[config.mk]
export PLATFORM = sky130hd
export DESIGN_NAME = uart_cmd_responder_flat
export DESIGN_NICKNAME = d
export VERILOG_FILES = /design/src/rtl/uart_cmd_responder_pkg.sv /design/src/rtl/uart_cmd_responder_if.sv /design/src/rtl/uart_cmd_timer.sv /design/src/rtl/uart_cmd_responder.sv /design/src/flat_wrapper.sv
export SDC_FILE = /design/constraint.sdc
export NUM_CORES = 1
export LEC_CHECK = 0
export ABC_AREA = 1
export CELL_PAD_IN_SITES_DETAIL_PLACEMENT = 0
export CELL_PAD_IN_SITES_GLOBAL_PLACEMENT = 2
export CORE_ASPECT_RATIO = 1.4
export CORE_MARGIN = 1.5
export CORE_UTILIZATION = 29
export CTS_BUF_LIST = sky130_fd_sc_hd__clkbuf_4
export CTS_CLUSTER_SIZE = 28
export DETAILED_ROUTE_END_ITERATION = 8
export GPL_ROUTABILITY_DRIVEN = 0
export PLACE_DENSITY = 0.91
export SYNTH_ARGS = -nofsm -noshare
export SYNTH_HDL_FRONTEND = slang
export SYNTH_HIERARCHICAL = 1
export SYNTH_SLANG_ARGS = --single-unit
[constraint.sdc]
create_clock -name SCLK -period 1.8 [get_ports SCLK]
set_input_delay 0.36 -clock SCLK [delete_from_list [all_inputs] [get_ports SCLK]]
set_output_delay 0.36 -clock SCLK [all_outputs]
set_load 0.005 [all_outputs]
[src/rtl/uart_cmd_responder_pkg.sv]
// Shared constants, state encoding and checksum helper for the UART command responder.
// UART_CMD_CHECKSUM_EN adds the CHK / RESP_SUM states to the encoding.
package uart_cmd_pkg;

    localparam logic [7:0] OP_WRITE   = 8'h57;
    localparam logic [7:0] OP_READ    = 8'h52;
    localparam logic [7:0] RSP_ACK    = 8'h4B;
    localparam logic [7:0] RSP_BADOP  = 8'h3F;
    localparam logic [7:0] RSP_BADSUM = 8'h21;

    typedef enum logic [2:0] {
        ST_IDLE     = 3'd0,
        ST_ADDR     = 3'd1,
        ST_DATA     = 3'd2,
        ST_EXEC     = 3'd3,
        ST_RDWAIT   = 3'd4,
        ST_RESP     = 3'd5
`ifdef UART_CMD_CHECKSUM_EN
        ,
        ST_CHK      = 3'd6,
        ST_RESP_SUM = 3'd7
`endif
    } state_e;

    // Running frame checksum: XOR of every byte seen so far.
    function automatic logic [7:0] frame_sum(input logic [7:0] acc, input logic [7:0] b);
        return acc ^ b;
    endfunction

endpackage

[src/rtl/uart_cmd_responder_if.sv]
// Byte stream, response handshake, register bus and status of the command responder.
// slave = responder view, master = host/system view.
interface uart_cmd_responder_if;
    logic       RX_VALID;
    logic [7:0] RX_DATA;
    logic       TX_READY;
    logic       TX_VALID;
    logic [7:0] TX_DATA;
    logic [7:0] REG_ADDR;
    logic [7:0] REG_WDATA;
    logic       REG_WE;
    logic       REG_RE;
    logic [7:0] REG_RDATA;
    logic       BUSY;
    logic       OVERRUN;

    modport slave (
        input  RX_VALID, RX_DATA, TX_READY, REG_RDATA,
        output TX_VALID, TX_DATA, REG_ADDR, REG_WDATA, REG_WE, REG_RE, BUSY, OVERRUN
    );

    modport master (
        output RX_VALID, RX_DATA, TX_READY, REG_RDATA,
        input  TX_VALID, TX_DATA, REG_ADDR, REG_WDATA, REG_WE, REG_RE, BUSY, OVERRUN
    );
endinterface

[src/rtl/uart_cmd_timer.sv]
// Inter-byte timeout counter: counts enabled cycles since the last clear.
// TIMEOUT of 0 keeps expired low permanently.
module uart_cmd_timer #(
    parameter int unsigned TIMEOUT = 1000000
) (
    input  logic SCLK,
    input  logic RESET_N,
    input  logic clear,
    input  logic enable,
    output logic expired
);

    localparam bit          TIMER_ON_C = (TIMEOUT != 0);
    localparam logic [23:0] LIMIT_C    = TIMER_ON_C ? 24'(TIMEOUT - 1) : 24'd0;

    logic [23:0] cnt_r;

    // The cycle holding count LIMIT_C is the TIMEOUT-th cycle after the clearing byte.
    assign expired = TIMER_ON_C && enable && (cnt_r == LIMIT_C);

    // Count register: zero outside the waiting states and on every accepted byte.
    always_ff @(posedge SCLK or negedge RESET_N) begin
        if (!RESET_N) begin
            cnt_r <= 24'd0;
        end else if (clear || !enable) begin
            cnt_r <= 24'd0;
        end else if (!expired) begin
            cnt_r <= cnt_r + 24'd1;
        end else begin
            cnt_r <= cnt_r;
        end
    end

endmodule

[src/rtl/uart_cmd_responder.sv]
// Command-frame parser turning UART bytes into 8-bit register writes/reads with one response byte.
// UART_CMD_CHECKSUM_EN adds a trailing frame checksum and a response checksum byte.
module uart_cmd_responder
    import uart_cmd_pkg::*;
#(
    parameter int unsigned TIMEOUT = 1000000
) (
    input logic           SCLK,
    input logic           RESET_N,
    uart_cmd_responder_if.slave bus
);

    state_e     state_r, state_nxt_s;
    logic       tx_valid_r, tx_valid_nxt_s;
    logic [7:0] tx_data_r, tx_data_nxt_s;
    logic [7:0] addr_r, addr_nxt_s;
    logic [7:0] wdata_r, wdata_nxt_s;
    logic       we_r, we_nxt_s;
    logic       re_r, re_nxt_s;
    logic       busy_r;
    logic       overrun_r, overrun_nxt_s;
    logic       op_write_r, op_write_nxt_s;
    logic [7:0] sum_r, sum_nxt_s;
    logic       tmr_enable_s;
    logic       tmr_expired_s;

`ifdef UART_CMD_CHECKSUM_EN
    assign tmr_enable_s = (state_r == ST_ADDR) || (state_r == ST_DATA) || (state_r == ST_CHK);
`else
    assign tmr_enable_s = (state_r == ST_ADDR) || (state_r == ST_DATA);
`endif

    uart_cmd_timer #(.TIMEOUT(TIMEOUT)) u_timer (
        .SCLK    (SCLK),
        .RESET_N (RESET_N),
        .clear   (bus.RX_VALID),
        .enable  (tmr_enable_s),
        .expired (tmr_expired_s)
    );

    // Next-state and next-output decode; strobes are armed one state early so they register into EXEC.
    always_comb begin
        state_nxt_s    = state_r;
        tx_valid_nxt_s = tx_valid_r;
        tx_data_nxt_s  = tx_data_r;
        addr_nxt_s     = addr_r;
        wdata_nxt_s    = wdata_r;
        we_nxt_s       = 1'b0;
        re_nxt_s       = 1'b0;
        overrun_nxt_s  = overrun_r;
        op_write_nxt_s = op_write_r;
        sum_nxt_s      = sum_r;
        case (state_r)
            ST_IDLE: begin
                if (bus.RX_VALID) begin
                    sum_nxt_s = bus.RX_DATA;
                    if ((bus.RX_DATA == OP_WRITE) || (bus.RX_DATA == OP_READ)) begin
                        op_write_nxt_s = (bus.RX_DATA == OP_WRITE);
                        state_nxt_s    = ST_ADDR;
                    end else begin
                        state_nxt_s    = ST_RESP;
                        tx_valid_nxt_s = 1'b1;
                        tx_data_nxt_s  = RSP_BADOP;
                    end
                end else begin
                    state_nxt_s = ST_IDLE;
                end
            end
            ST_ADDR: begin
                if (bus.RX_VALID) begin
                    addr_nxt_s = bus.RX_DATA;
                    sum_nxt_s  = frame_sum(sum_r, bus.RX_DATA);
                    if (op_write_r) begin
                        state_nxt_s = ST_DATA;
                    end else begin
`ifdef UART_CMD_CHECKSUM_EN
                        state_nxt_s = ST_CHK;
`else
                        state_nxt_s = ST_EXEC;
                        re_nxt_s    = 1'b1;
`endif
                    end
                end else if (tmr_expired_s) begin
                    state_nxt_s = ST_IDLE;
                end else begin
                    state_nxt_s = ST_ADDR;
                end
            end
            ST_DATA: begin
                if (bus.RX_VALID) begin
                    wdata_nxt_s = bus.RX_DATA;
                    sum_nxt_s   = frame_sum(sum_r, bus.RX_DATA);
`ifdef UART_CMD_CHECKSUM_EN
                    state_nxt_s = ST_CHK;
`else
                    state_nxt_s = ST_EXEC;
                    we_nxt_s    = 1'b1;
`endif
                end else if (tmr_expired_s) begin
                    state_nxt_s = ST_IDLE;
                end else begin
                    state_nxt_s = ST_DATA;
                end
            end
`ifdef UART_CMD_CHECKSUM_EN
            ST_CHK: begin
                if (bus.RX_VALID) begin
                    if (bus.RX_DATA == sum_r) begin
                        state_nxt_s = ST_EXEC;
                        we_nxt_s    = op_write_r;
                        re_nxt_s    = !op_write_r;
                    end else begin
                        state_nxt_s    = ST_RESP;
                        tx_valid_nxt_s = 1'b1;
                        tx_data_nxt_s  = RSP_BADSUM;
                    end
                end else if (tmr_expired_s) begin
                    state_nxt_s = ST_IDLE;
                end else begin
                    state_nxt_s = ST_CHK;
                end
            end
`endif
            ST_EXEC: begin
                overrun_nxt_s = overrun_r | bus.RX_VALID;
                if (op_write_r) begin
                    state_nxt_s    = ST_RESP;
                    tx_valid_nxt_s = 1'b1;
                    tx_data_nxt_s  = RSP_ACK;
                end else begin
                    state_nxt_s = ST_RDWAIT;
                end
            end
            ST_RDWAIT: begin
                overrun_nxt_s  = overrun_r | bus.RX_VALID;
                state_nxt_s    = ST_RESP;
                tx_valid_nxt_s = 1'b1;
                tx_data_nxt_s  = bus.REG_RDATA;
            end
            ST_RESP: begin
                overrun_nxt_s = overrun_r | bus.RX_VALID;
                if (tx_valid_r && bus.TX_READY) begin
`ifdef UART_CMD_CHECKSUM_EN
                    // Single-byte response, so its XOR checksum is the byte itself.
                    state_nxt_s   = ST_RESP_SUM;
                    tx_data_nxt_s = frame_sum(8'h00, tx_data_r);
`else
                    state_nxt_s    = ST_IDLE;
                    tx_valid_nxt_s = 1'b0;
`endif
                end else begin
                    state_nxt_s = ST_RESP;
                end
            end
`ifdef UART_CMD_CHECKSUM_EN
            ST_RESP_SUM: begin
                overrun_nxt_s = overrun_r | bus.RX_VALID;
                if (tx_valid_r && bus.TX_READY) begin
                    state_nxt_s    = ST_IDLE;
                    tx_valid_nxt_s = 1'b0;
                end else begin
                    state_nxt_s = ST_RESP_SUM;
                end
            end
`endif
            default: begin
                state_nxt_s    = ST_IDLE;
                tx_valid_nxt_s = 1'b0;
            end
        endcase
    end

    // State and output registers; reset drops any pending response immediately.
    always_ff @(posedge SCLK or negedge RESET_N) begin
        if (!RESET_N) begin
            state_r    <= ST_IDLE;
            tx_valid_r <= 1'b0;
            tx_data_r  <= 8'h00;
            addr_r     <= 8'h00;
            wdata_r    <= 8'h00;
            we_r       <= 1'b0;
            re_r       <= 1'b0;
            busy_r     <= 1'b0;
            overrun_r  <= 1'b0;
            op_write_r <= 1'b0;
            sum_r      <= 8'h00;
        end else begin
            state_r    <= state_nxt_s;
            tx_valid_r <= tx_valid_nxt_s;
            tx_data_r  <= tx_data_nxt_s;
            addr_r     <= addr_nxt_s;
            wdata_r    <= wdata_nxt_s;
            we_r       <= we_nxt_s;
            re_r       <= re_nxt_s;
            busy_r     <= (state_nxt_s != ST_IDLE);
            overrun_r  <= overrun_nxt_s;
            op_write_r <= op_write_nxt_s;
            sum_r      <= sum_nxt_s;
        end
    end

    assign bus.TX_VALID  = tx_valid_r;
    assign bus.TX_DATA   = tx_data_r;
    assign bus.REG_ADDR  = addr_r;
    assign bus.REG_WDATA = wdata_r;
    assign bus.REG_WE    = we_r;
    assign bus.REG_RE    = re_r;
    assign bus.BUSY      = busy_r;
    assign bus.OVERRUN   = overrun_r;

endmodule

[src/flat_wrapper.sv]
// flat-port wrapper written by rule: the top's interface ports become plain ports
module uart_cmd_responder_flat import uart_cmd_pkg::*;
#(
    parameter int unsigned TIMEOUT = 1000000
)
  (SCLK, RESET_N, bus_RX_VALID, bus_RX_DATA, bus_TX_READY, bus_REG_RDATA, bus_TX_VALID, bus_TX_DATA, bus_REG_ADDR, bus_REG_WDATA, bus_REG_WE, bus_REG_RE, bus_BUSY, bus_OVERRUN);
  uart_cmd_responder_if bus_i ();
  input logic SCLK;
  input logic RESET_N;
  input wire logic [$bits(bus_i.RX_VALID)-1:0] bus_RX_VALID;
  input wire logic [$bits(bus_i.RX_DATA)-1:0] bus_RX_DATA;
  input wire logic [$bits(bus_i.TX_READY)-1:0] bus_TX_READY;
  input wire logic [$bits(bus_i.REG_RDATA)-1:0] bus_REG_RDATA;
  output wire logic [$bits(bus_i.TX_VALID)-1:0] bus_TX_VALID;
  output wire logic [$bits(bus_i.TX_DATA)-1:0] bus_TX_DATA;
  output wire logic [$bits(bus_i.REG_ADDR)-1:0] bus_REG_ADDR;
  output wire logic [$bits(bus_i.REG_WDATA)-1:0] bus_REG_WDATA;
  output wire logic [$bits(bus_i.REG_WE)-1:0] bus_REG_WE;
  output wire logic [$bits(bus_i.REG_RE)-1:0] bus_REG_RE;
  output wire logic [$bits(bus_i.BUSY)-1:0] bus_BUSY;
  output wire logic [$bits(bus_i.OVERRUN)-1:0] bus_OVERRUN;
  assign bus_i.RX_VALID = bus_RX_VALID;
  assign bus_i.RX_DATA = bus_RX_DATA;
  assign bus_i.TX_READY = bus_TX_READY;
  assign bus_i.REG_RDATA = bus_REG_RDATA;
  assign bus_TX_VALID = bus_i.TX_VALID;
  assign bus_TX_DATA = bus_i.TX_DATA;
  assign bus_REG_ADDR = bus_i.REG_ADDR;
  assign bus_REG_WDATA = bus_i.REG_WDATA;
  assign bus_REG_WE = bus_i.REG_WE;
  assign bus_REG_RE = bus_i.REG_RE;
  assign bus_BUSY = bus_i.BUSY;
  assign bus_OVERRUN = bus_i.OVERRUN;
  uart_cmd_responder #(.TIMEOUT(TIMEOUT)) u_core (.SCLK(SCLK), .RESET_N(RESET_N), .bus(bus_i));
endmodule
==> impl_metrics.toml <==
[setup_path]
timing.critical_path.slowest_stage_cell = "sky130_fd_sc_hd__clkdlybuf4s50_1"
crit_path_max_fanout = 2
critical_path.max_stage_delay_ps = 510
worst-endpoint-required_ps = 1440
critical_path.cell_chain = "clkdlybuf4s50_1"
endpoint_kind = "output pin"
critical_path_start_type = "flop"
timing.reg2reg.setup_slack_ps = 150
criticalPathCategory = "flop to output pin"
critical_path.n_buffers_inverters = 1
cp_data_arrival_time_ps = 1310
path_delay_family = "buffers and inverters"

[synthesis]
yosys.area.top_type = "sky130_fd_sc_hd__dfrtp_1"
seq_total_area_yosys = 0.450
netlist_area_um2 = 3170
netlist-cell-type-count = 30
async_flop_share = 1.00
synth-edff-count = 0
average_footprint_of_a_synthesized_cell_um2 = 7.54
yosys-top-cells-area = "sky130_fd_sc_hd__dfrtp_1, sky130_fd_sc_hd__nand2_1, sky130_fd_sc_hd__nor2_1, sky130_fd_sc_hd__inv_1, sky130_fd_sc_hd__nand3_1"
synth_warnings = 6
yosys.area.top_type_share = 0.450
post_synth_inst_count = 420
most_common_cell_in_the_netlist = "sky130_fd_sc_hd__nand2_1"
dominantRegCellSynth = "sky130_fd_sc_hd__dfrtp_1"
ys_top_cells_by_count = "sky130_fd_sc_hd__nand2_1, sky130_fd_sc_hd__nor2_1, sky130_fd_sc_hd__dfrtp_1"
synth_fp_nets = 441
yosys_register_bits = 57

[clock_network]
cts_buffer_depth = 2
tritoncts_clock_tree = "yes"
htree_num_levels = 3
numClockSinks = 57
clk-insertion-delay-late_ps = 410
cts_buffers = 9
clk_transition_reported_paths_ps = 110
ctsRootBufferMaster = "sky130_fd_sc_hd__clkbuf_4"

[global_route]
grt_first_pass_wirelength_um = 13700
antenna_found_initial = 0
grt_util_all_layers = 0.152
top_usage_layer = "met2"
first_global_vias = 2782
largest_net_degree_at_the_start_of_global_routing = 32
grt_util_met1 = 0.178
groute.layer.met3.usage = 0.0336
globalRouteOverflowTotal = 0
grt.met2_usage = 0.274

[finish]
finalNonFillerCells = 646
finish.net_count = 521
flow.area_growth_from_synthesis_pct = 31.4
post_route_cells_drive_above_1_share = 0.206
n_antenna_cell = 0

[placed_design]
io_buffers = 48
dp_hpwl_um = 6320
dp.cells = 628
place_worst_setup_slack_ps = -20.3

[min_path]
hold_path_class = "primary input to asynchronous set/reset pin"

[timing]
post-route-worst-setup-slack_ps = 126
slew-limit-headroom = 0.738
period_minus_slack_ps = 1670
fin_hold_ws_ps = 414
setup_violations = 0
achievable-frequency_mhz = 597
clock_skew_ps = 13.3
finalMaxSlewViolations = 0
final.period_utilization = 0.930
timing_worst_slew_pin_value_ps = 394
timing.setup.tns_ps = 0
timing.final.hold_violations = 0

[detailed_routing]
detail_route.vias_per_cell = 4.42
dr_iter_0_viols = 137
post-route-drc-count = 0
drt_first_pass_iters = 4
final_antenna_net_count = 0
wl_um = 8140
total_via_count_in_the_routed_design = 2854
drt-wirelength-per-cell_um = 12.6

[die]
design.die.area_um2 = 11600
core.rowCount = 45
core_area_um2 = 10800
num_io_pins = 49
dieHeight_um = 127
floorplan.die.width_um = 91.3
initial_core_utilization = 0.295

[power_and_ir_drop]
power.ir.vdd_worst_mv = 0.339
power_density_nw_per_um2 = 580
leakagePower_nw = 1.77

[run]
maxCapViolCount = 0

[outcome]
outcome = "completed"
-- final timing paths --
path,startpoint,endpoint,cells after the start
max in group asynchronous,RESET_N,u_core/u_timer/cnt_r[23],3
worst max register to register,u_core/state_r[1],u_core/bus.BUSY,12
min in group SCLK,u_core/op_write_r,u_core/bus.REG_RE,1
worst max-delay path,u_core/bus.OVERRUN,bus_OVERRUN,1
worst min-delay path,RESET_N,u_core/bus.REG_WE,2
worst min register to register,u_core/op_write_r,u_core/bus.REG_RE,1
-- per-layer routing --
metal | share of wire | vias to the layer above | wire length, µm
met1 | 0.42 | 1310 | 3430
met5 | 0 | - | 0
met2 | 0.54 | 44 | 4360
met3 | 0.030 | 10 | 248
li1 | - | 1490 | -
met4 | 0.012 | 0 | 96
-- cell usage in the layout (no fill, tap or decap), types with 2 or more instances in the layout --
master / n
sky130_fd_sc_hd__clkbuf_4: 9
sky130_fd_sc_hd__xor2_1: 3
sky130_fd_sc_hd__nor2_4: 5
sky130_fd_sc_hd__inv_2: 8
sky130_fd_sc_hd__o21ai_2: 13
sky130_fd_sc_hd__nand4_1: 11
sky130_fd_sc_hd__o21ai_0: 7
sky130_fd_sc_hd__nand2_2: 10
sky130_fd_sc_hd__xnor2_1: 3
sky130_fd_sc_hd__clkdlybuf4s50_1: 47
sky130_fd_sc_hd__o21ai_1: 5
sky130_fd_sc_hd__dfrtp_1: 57
sky130_fd_sc_hd__clkinvlp_4: 3
sky130_fd_sc_hd__nand3_2: 7
sky130_fd_sc_hd__buf_4: 25
sky130_fd_sc_hd__nor2_1: 61
sky130_fd_sc_hd__clkinv_4: 2
sky130_fd_sc_hd__nor3_2: 3
sky130_fd_sc_hd__nand3_1: 25
sky130_fd_sc_hd__nand2_1: 122
sky130_fd_sc_hd__a21oi_1: 11
sky130_fd_sc_hd__nor3_1: 4
sky130_fd_sc_hd__or2_2: 3
sky130_fd_sc_hd__inv_1: 41
sky130_fd_sc_hd__nor2_2: 9
-- through the flow --
stage,cell area [µm²],total power [mW],utilization
after floorplan,3170,1.35,-
after global placement,3970,1.46,0.369
after detailed placement,3970,1.46,0.369
after CTS,4130,2.46,0.384
after global routing,4160,2.54,0.387
final,4160,2.41,0.387
-- flip-flops by register name (all words and copies together), names as in the netlist --
name and count:
u_core/bus.REG_WE 1, u_core/bus.REG_WDATA 8, u_core/bus.REG_ADDR 8, u_core/bus.BUSY 1, u_core/u_timer/cnt_r 24, u_core/bus.OVERRUN 1
u_core/bus.TX_VALID 1, u_core/op_write_r 1, u_core/state_r 3, u_core/bus.REG_RE 1, u_core/bus.TX_DATA 8
-- repair_timing --
item,4_1_cts,5_1_grt
setup buffers,0,1
gates resized for setup,0,10
hold endpoints to repair,15,0
hold buffers,1,0
setup endpoints to repair,0,1
-- cell families (layout without fill, tap and decap cells) --
family          after synthesis  in the layout  synth area share
flops                        57             57             0.450
fa+ha+maj                     1              1           0.00395
xor+xnor                      6              6            0.0166
buf+inv                      56            141            0.0750
compound gates               38             38            0.0774
simple gates                262            262             0.377
-- report_power, final --
part,total (mW),internal (mW),switching [mW]
combinational,0.136,0.0720,0.0638
sequential,1.29,1.29,0.00514
clock,0.984,0.431,0.554
-- layout make-up --
cell class / instances / area, µm²
clock inverter: 7 / 78.8
sequential: 57 / 1430
clock buffer: 9 / 67.6
multi-input combinational: 307 / 1530
timing repair buffer: 75 / 693
tap: 141 / 176
inverter: 50 / 188
fill: 1139 / 6590
(Power assumes the default switching activity.)
